## config.mk

```make
export PLATFORM = sky130hd
export DESIGN_NAME = fm_tile_loader
export DESIGN_NICKNAME = d
export VERILOG_FILES = /design/src/rtl/fm_tile_loader.sv
export SDC_FILE = /design/constraint.sdc
export NUM_CORES = 1
export LEC_CHECK = 0
export ABC_AREA = 1
export BUFFER_PORTS_ARGS = -buffer_cell sky130_fd_sc_hd__buf_2
export CAP_MARGIN = 0
export CORE_UTILIZATION = 55
export CTS_CLUSTER_SIZE = 25
export DETAILED_ROUTE_END_ITERATION = 16
export PLACE_DENSITY_LB_ADDON = 0.08
export SYNTH_ARGS = -nofsm -noshare
export SYNTH_HDL_FRONTEND = slang
export SYNTH_SLANG_ARGS = --single-unit
```

## constraint.sdc

```tcl
create_clock -name clk -period 6.6 [get_ports clk]
set_clock_uncertainty 0.15 [all_clocks]
set_input_delay 0.33 -clock clk [delete_from_list [all_inputs] [get_ports clk]]
set_output_delay 0.33 -clock clk [all_outputs]
set_load 0.02 [all_outputs]
```

## src/rtl/fm_tile_loader.sv

```systemverilog
// -----------------------------------------------------------------------------
// fm_tile_loader
//   Packs a byte-wide feature-map stream into 64-bit words and buffers whole
//   tiles in two ping-pong banks. One bank fills while the other drains into
//   the computation engine. Both sides use valid/ready handshakes.
//
// Ports
//   clk        system clock, all state on the rising edge
//   rst_n      asynchronous active-low reset
//   in_data    feature-map byte (first byte of a word lands in bits [7:0])
//   in_valid   in_data valid
//   in_ready   loader can accept a byte this cycle
//   out_fm     packed 64-bit word for the engine (0 while out_valid=0)
//   out_valid  out_fm valid
//   out_ready  consumer accepts out_fm this cycle
//   out_last   out_fm is the last word of its tile
//   tiles_done count of tiles fully drained, wraps
// -----------------------------------------------------------------------------
module fm_tile_loader #(
    parameter int TILE_WORDS = 8,
    parameter int CNT_W      = 16
) (
    input  logic             clk,
    input  logic             rst_n,
    input  logic [7:0]       in_data,
    input  logic             in_valid,
    output logic             in_ready,
    output logic [63:0]      out_fm,
    output logic             out_valid,
    input  logic             out_ready,
    output logic             out_last,
    output logic [CNT_W-1:0] tiles_done
);

    localparam int IDX_W = (TILE_WORDS > 2) ? $clog2(TILE_WORDS) : 1;
    localparam logic [IDX_W-1:0] LAST_IDX = IDX_W'(TILE_WORDS - 1);

    logic [1:0]       full_r;
    logic             wr_bank_r;
    logic             rd_bank_r;
    logic [2:0]       byte_idx_r;
    logic [IDX_W-1:0] wr_idx_r;
    logic [IDX_W-1:0] rd_idx_r;
    logic [55:0]      asm_r;
    logic [CNT_W-1:0] tiles_done_r;
    logic [63:0]      mem_r [2][TILE_WORDS];

    logic             in_ready_s;
    logic             out_valid_s;
    logic             wr_acc_s;
    logic             word_done_s;
    logic             tile_wr_done_s;
    logic             rd_acc_s;
    logic             tile_rd_done_s;
    logic [1:0]       full_set_s;
    logic [1:0]       full_clr_s;
    logic [63:0]      out_fm_s;

    // Handshake decode; both ready/valid come only from registered bank flags.
    always_comb begin
        in_ready_s     = ~full_r[wr_bank_r];
        out_valid_s    = full_r[rd_bank_r];
        wr_acc_s       = in_valid & in_ready_s;
        word_done_s    = wr_acc_s & (byte_idx_r == 3'd7);
        tile_wr_done_s = word_done_s & (wr_idx_r == LAST_IDX);
        rd_acc_s       = out_valid_s & out_ready;
        tile_rd_done_s = rd_acc_s & (rd_idx_r == LAST_IDX);
    end

    // Flag set/clear masks; a completing write and a releasing read always
    // target different banks, so both updates can apply on one edge.
    always_comb begin
        full_set_s = 2'b00;
        full_clr_s = 2'b00;
        if (tile_wr_done_s) begin
            full_set_s = wr_bank_r ? 2'b10 : 2'b01;
        end else begin
            full_set_s = 2'b00;
        end
        if (tile_rd_done_s) begin
            full_clr_s = rd_bank_r ? 2'b10 : 2'b01;
        end else begin
            full_clr_s = 2'b00;
        end
    end

    // Combinational read of the draining bank, forced to zero when idle.
    always_comb begin
        out_fm_s = 64'd0;
        if (out_valid_s) begin
            out_fm_s = mem_r[rd_bank_r][rd_idx_r];
        end else begin
            out_fm_s = 64'd0;
        end
    end

    // Bank flags, bank pointers and word/byte indices.
    always_ff @(posedge clk or negedge rst_n) begin
        if (!rst_n) begin
            full_r       <= 2'b00;
            wr_bank_r    <= 1'b0;
            rd_bank_r    <= 1'b0;
            byte_idx_r   <= 3'd0;
            wr_idx_r     <= '0;
            rd_idx_r     <= '0;
            asm_r        <= 56'd0;
            tiles_done_r <= '0;
        end else begin
            full_r <= (full_r | full_set_s) & ~full_clr_s;
            if (wr_acc_s) begin
                // Shift in from the top: after 7 bytes byte 0 sits in [7:0]
                // and the 8th byte is taken straight from in_data.
                asm_r      <= {in_data, asm_r[55:8]};
                byte_idx_r <= byte_idx_r + 3'd1;
                if (tile_wr_done_s) begin
                    wr_idx_r  <= '0;
                    wr_bank_r <= ~wr_bank_r;
                end else if (word_done_s) begin
                    wr_idx_r <= wr_idx_r + IDX_W'(1);
                end
            end
            if (rd_acc_s) begin
                if (tile_rd_done_s) begin
                    rd_idx_r     <= '0;
                    rd_bank_r    <= ~rd_bank_r;
                    tiles_done_r <= tiles_done_r + CNT_W'(1);
                end else begin
                    rd_idx_r <= rd_idx_r + IDX_W'(1);
                end
            end
        end
    end

    // Bank storage; contents intentionally survive reset.
    always_ff @(posedge clk) begin
        if (word_done_s) begin
            mem_r[wr_bank_r][wr_idx_r] <= {in_data, asm_r};
        end
    end

    assign in_ready   = in_ready_s;
    assign out_valid  = out_valid_s;
    assign out_fm     = out_fm_s;
    assign out_last   = out_valid_s & (rd_idx_r == LAST_IDX);
    assign tiles_done = tiles_done_r;

endmodule

```

==> results of run 1 <==
==> report_power, final <==
part	switching [uW]	leakage (uW)	total (uW)	internal, uW
Clock	2630	0.00182	6330	3700
Combinational	25.9	0.00937	33.1	7.23
Sequential	0	0.0103	7580	7580
Total	2660	0.0214	13900	11300
==> registers in the layout, summed over array words and instances, names as in the netlist <==
name and flops:
mem_r 1024, asm_r 56, tiles_done 16, byte_idx_r 3, rd_idx_r 3, wr_idx_r 3
full_r 2, rd_bank_r 1, wr_bank_r 1
==> logic make-up after synthesis <==
family	Yosys count	share of synthesized area
simple gates	2330	0.206
flops	1109	0.702
buf+inv	799	0.0715
compound gates	124	0.0135
xor+xnor	13	0.00275
mux	10	0.00240
fa+ha+maj	7	0.00187
==> metal layers <==
layer / GRT usage / up-vias
met5: 0 / -
met2: 0.439 / 954
met4: 0.0654 / 0
met3: 0.0321 / 156
li1: - / 14479
met1: 0.370 / 14564
==> area by class of cell <==
| cell class | count | area, um^2 | share of cell area |
|---|---|---|---|
| sequential | 1109 | 32900 | 0.634 |
| tap | 1134 | 1420 | 0.0273 |
| clock buffer | 148 | 3080 | 0.0594 |
| inverter | 565 | 2150 | 0.0413 |
| clock inverter | 63 | 611 | 0.0118 |
| antenna | 1 | 2.50 | 0.0000482 |
| multi-input combinational | 2484 | 10700 | 0.206 |
| timing repair buffer | 161 | 1050 | 0.0203 |
==> how the worst max path moves through the flow <==
stage / endpoint / slack, ps / cells past startpoint
2_1_floorplan: mem_r[0][448] / 490 / 7
3_3_place_gp: mem_r[1][120] / 2380 / 8
3_5_place_dp: mem_r[1][123] / 2280 / 8
4_1_cts: out_fm[9] / 1690 / 9
5_1_grt: out_fm[9] / 1560 / 9
6_report: out_fm[9] / 1700 / 9
==> placed cells by master (no fill, tap or decap), types with 7 or more instances in the layout <==
cell	Yosys	final
clkinv_2	0	23
a21oi_1	88	88
buf_4	16	53
nand3_1	651	651
nor3_2	0	16
inv_1	561	558
mux2_2	10	10
buf_2	131	93
dfrtp_1	85	81
edfxtp_1	1024	1024
bufinv_16	0	11
clkbuf_16	0	115
clkbuf_8	0	8
o21ai_0	32	32
xor2_1	7	7
dlygate4sd3_1	0	11
clkinv_1	1	23
clkbuf_1	61	25
ha_1	7	7
nand2_1	1609	1609
nor2_1	39	39
==> worst max-delay path, cell delays in order, from the launching register on <==
cell and delay (ps):
dfrtp_4 900, buf_4 710, buf_4 820, nand2_1 120, nand2_1 100, nand2_1 50, nand3_1 110, nand3_1 70
a21oi_1 450, buf_2 260
==> through the flow <==
step	area [um^2]	std cells	util
detailed placement	48100	5442	0.573
CTS	51900	5664	0.618
finish	51900	5665	0.618
global placement	48100	5442	0.573
floorplan	46800	4392	-
global route	51900	5664	0.618
==> repair_timing <==
action,CTS,global route
hold endpoints to repair,153,0
hold buffers,11,0
endpoints found under the setup margin,0,0
==> impl_metrics.json, run 1 <==
{
  "status": "finished, final reports clean",
  "place.gp.congestion": 0.760,
  "io_buffer_count": 94,
  "worst_slew_pin_slew_ps": 1200,
  "slew_violations": 0,
  "fmax_mhz": 204,
  "drt-pass1-iter-count": 6,
  "r2r_start": "wr_bank_r",
  "wl_um": 112000,
  "cp-start-kind": "flop",
  "grt_setup_unrepaired": "false",
  "rr_worst_depth": 8,
  "grtUsageTotal": 0.263,
  "crit_required_ps": 6120,
  "async_flop_share": 0.0766,
  "first_iter_violations": 2659,
  "yosys.area.top_type": "edfxtp_1",
  "start_util": 0.558,
  "worst_hold_slack_ps": 282,
  "drc": 0,
  "ir_drop_mv": 0.218,
  "htree_levels": 3,
  "syn_inst": 4392,
  "drive_gt1_frac": 0.0795,
  "synth-edff-count": 1024,
  "hpwl_um": 56700,
  "min_period_ps": 4900,
  "seq_area_frac_synth": 0.702,
  "synthDistinctLibCells": 32,
  "clock-sinks": 1109,
  "ant_nets": 0,
  "hold_violations": 0,
  "slew_headroom": 0.200,
  "maxCapViolations": 0,
  "total_power_uw": 13900,
  "reg2reg_to": "mem_r[1][64]",
  "grt_pass1_wl_um": 172000,
  "yosysWarnings": 0,
  "ff2ff_setup_slack_ps": 2230,
  "synth-main-ff-cell": "edfxtp_1",
  "report.final.setup_viol": 0,
  "fin_tns_setup_ps": 0,
  "critPathCaptureType": "output port",
  "mappedNetlistArea_um2": 46800,
  "die-area_um2": 86300,
  "nets": 4453,
  "vias": 30153,
  "total_leakage_power_uw": 0.0214,
  "wl_met2_um": 54300,
  "synth_most_common_cell": "nand2_1",
  "netlist.area_leader.share": 0.657,
  "cts_resized": 0,
  "wl_met3_um": 6690,
  "min_path_type": "in2reg",
  "viasPerCell": 5.32,
  "path_clk_slew_ps": 60,
  "ys_ff_latch": 1109,
  "num-fill-cells": 6686,
  "tritoncts": "built",
  "grt_overflow": 0,
  "setup_ws_ps": 1700,
  "worst-setup-path-type": "reg2out",
  "power_density_nw_per_um2": 269,
  "drt-met1-wl_um": 48700,
  "cts_buffers": 113,
  "crit_fanout": 79,
  "grt_pass1_vias": 29150,
  "clockBufferDepth": 3,
  "highest_layer": "met4",
  "worstSkewPairLatency_ps": 670,
  "io_pins": 95,
  "worstPathArrival_ps": 4420,
  "pre_cts_slack_ps": 2280,
  "rows": 106,
  "syn_area_per_cell_um2": 10.7,
  "syn_to_final_growth_pct": 10.8,
  "die_h_um": 294,
  "hold_depth": 3,
  "die_x_um": 294,
  "startpoint": "rd_bank_r",
  "grt_max_degree": 169,
  "synthesis.nets": 4411,
  "finalCritPeriodShare": 0.742,
  "synth_area_leaders": "edfxtp_1 (66%), nand2_1 (13%), nand3_1 (7.0%)",
  "antenna_found_initial": 0,
  "holdPathEnd": "asm_r[47]",
  "cts_root_buf": "clkbuf_16",
  "hp-start": "in_valid",
  "cts_setup_buffers": 0,
  "ys_top_cells_by_count": "nand2_1 (1609), edfxtp_1 (1024), nand3_1 (651), inv_1 (561), buf_2 (131)",
  "coreArea_um2": 84000,
  "routedWlPerCell_um": 19.8
}
Power figures use the tool's default switching activity.
==> inputs of run 2 (changes only) <==
==> constraint.sdc (replaced) <==
create_clock -name clk -period 4.6 [get_ports clk]
set_clock_uncertainty 0.15 [all_clocks]
set_input_delay 0.23 -clock clk [delete_from_list [all_inputs] [get_ports clk]]
set_output_delay 0.23 -clock clk [all_outputs]
set_load 0.02 [all_outputs]
==> impl_metrics.json, run 2 (synthesized netlist as in run 1, its figures left out) <==
{
  "routedWlPerCell_um": 20.8,
  "total_leakage_power_uw": 0.0216,
  "clockBufferDepth": 3,
  "coreArea_um2": 84000,
  "cp_top_family": "buffers and inverters",
  "grt_overflow": 0,
  "start_util": 0.558,
  "ff2ff_setup_slack_ps": 1090,
  "critPathCaptureType": "output port",
  "drc": 0,
  "grt_setup_unrepaired": "false",
  "grt_pass1_vias": 29238,
  "critPathSlowestCell": "dfrtp_4",
  "tritoncts": "built",
  "placedCellCount": 5467,
  "setup_ws_ps": 751,
  "viasPerCell": 5.39,
  "finalCritPeriodShare": 0.837,
  "gr-usage-met3": 0.0305,
  "cp-start-kind": "flop",
  "largest_reg_flops": 1024,
  "first_iter_violations": 2822,
  "crit_chain": "buf_4, buf_4, nand3_1, nand3_1, nand3_1, a21oi_1, buf_2",
  "antenna_found_initial": 2,
  "use_met1": 0.400,
  "die_h_um": 294,
  "crit_fanout": 44,
  "grt_max_degree": 127,
  "worstSkewPairLatency_ps": 670,
  "crit_required_ps": 4220,
  "cts_buffers": 112,
  "power_density_nw_per_um2": 384,
  "io_buffer_count": 94,
  "die_x_um": 294,
  "antenna_cells": 0,
  "path_common_cell": "nand3_1",
  "critPathBufInv": 3,
  "finalNonFillerCells": 5688,
  "fmax_mhz": 260,
  "regMostFlops": "mem_r",
  "syn_to_final_growth_pct": 11.6,
  "final_util": 0.622,
  "slew_headroom": 0.261,
  "min_path_type": "in2reg",
  "grt_pass1_wl_um": 180000,
  "hpwl_um": 57900,
  "htree_levels": 3,
  "grt.busiest_layer": "met2",
  "maxCapViolations": 0,
  "worst_slew_pin_slew_ps": 1110,
  "worst-setup-path-type": "reg2out",
  "ir_drop_mv": 0.376,
  "place.gp.congestion": 0.758,
  "nets": 4477,
  "drive_gt1_frac": 0.0848,
  "worstPathArrival_ps": 3470,
  "report.final.setup_viol": 0,
  "io_pins": 95,
  "grtUsageTotal": 0.278,
  "layout_commonest_cell": "nand2_1",
  "drt-pass1-iter-count": 5,
  "rows": 106,
  "status": "finished, final reports clean",
  "max_stage_delay_ps": 690,
  "mostFrequentLayoutCells": "nand2_1 (1609), edfxtp_1 (1024), nand3_1 (651)",
  "vias": 30660,
  "clock-sinks": 1109,
  "min_period_ps": 3850,
  "path_clk_slew_ps": 60,
  "hold_violations": 0,
  "die-area_um2": 86300,
  "slew_violations": 0,
  "wl_um": 119000,
  "cts_root_buf": "clkbuf_16",
  "ant_nets": 0,
  "pre_cts_slack_ps": 1150,
  "met2_usage": 0.450
}
## run 2: cell types whose count changed in the layout (fill, tap and decap cells not counted), moves of 3 or more
cell,before,now
buf_4,53,67
buf_12,4,15
clkbuf_1,25,21
nor3_2,16,12
nor3_4,0,4
clkbuf_8,8,11
## run 2: timing repair
action / 4_1_cts / 5_1_grt
hold endpoints to repair: 230 / 0
endpoints found under the setup margin: 0 / 0
hold buffers: 11 / 0
buffers inserted: 0 / 0
resized for setup: 0 / 0
## run 2: stage by stage
| step | power, uW | setup TNS [ps] | hold slack (ps) | area, um^2 |
|---|---|---|---|---|
| floorplan | 11100 | -1148590 | -216 | 46900 |
| global placement | 11100 | 0 | -10.3 | 48400 |
| detailed placement | 11100 | 0 | -14.7 | 48400 |
| CTS | 20100 | 0 | 20.8 | 52200 |
| global route | 20500 | 0 | 74.5 | 52200 |
| finish | 20000 | 0 | 51.3 | 52200 |
## run 2: worst min-delay path, stage by stage
cell and delay, ps:
buf_2 160, nand3_4 100, nor2_1 40, buf_4 150
nand2_1 60, nand2_1 40, nand2_1 50
## run 2: path summary, 6_finish.rpt
| check | startpoint | to | cells past startpoint |
|---|---|---|---|
| worst max-delay path | rd_idx_r[0] | out_fm[19] | 7 |
| worst min-delay path | in_valid | wr_bank_r | 7 |
| worst max register to register | wr_bank_r | mem_r[0][29] | 8 |
| worst min register to register | byte_idx_r[0] | byte_idx_r[0] | 1 |
| max in group asynchronous | rst_n | asm_r[47] | 3 |
| min in group asynchronous | rst_n | asm_r[23] | 3 |
## run 2: report_power, final
part,switching [uW],total (uW),internal [uW]
logic,39.8,50.7,10.9
registers,0,10900,10900
clock network,3780,9120,5340
## run 2: area by class of cell
cell class | instances | area, um^2
Clock inverter | 63 | 584
Multi-Input combinational cell | 2484 | 10700
Sequential cell | 1109 | 32900
Timing Repair Buffer | 186 | 1380
Fill cell | 6685 | 31700
Clock buffer | 147 | 3110
Tap cell | 1134 | 1420
Inverter | 565 | 2150
## run 2: per-layer routing
metal,share of wire,routed length (um)
met5,0,0
met4,0.023,2720
met3,0.067,7920
met2,0.47,56100
met1,0.44,51800
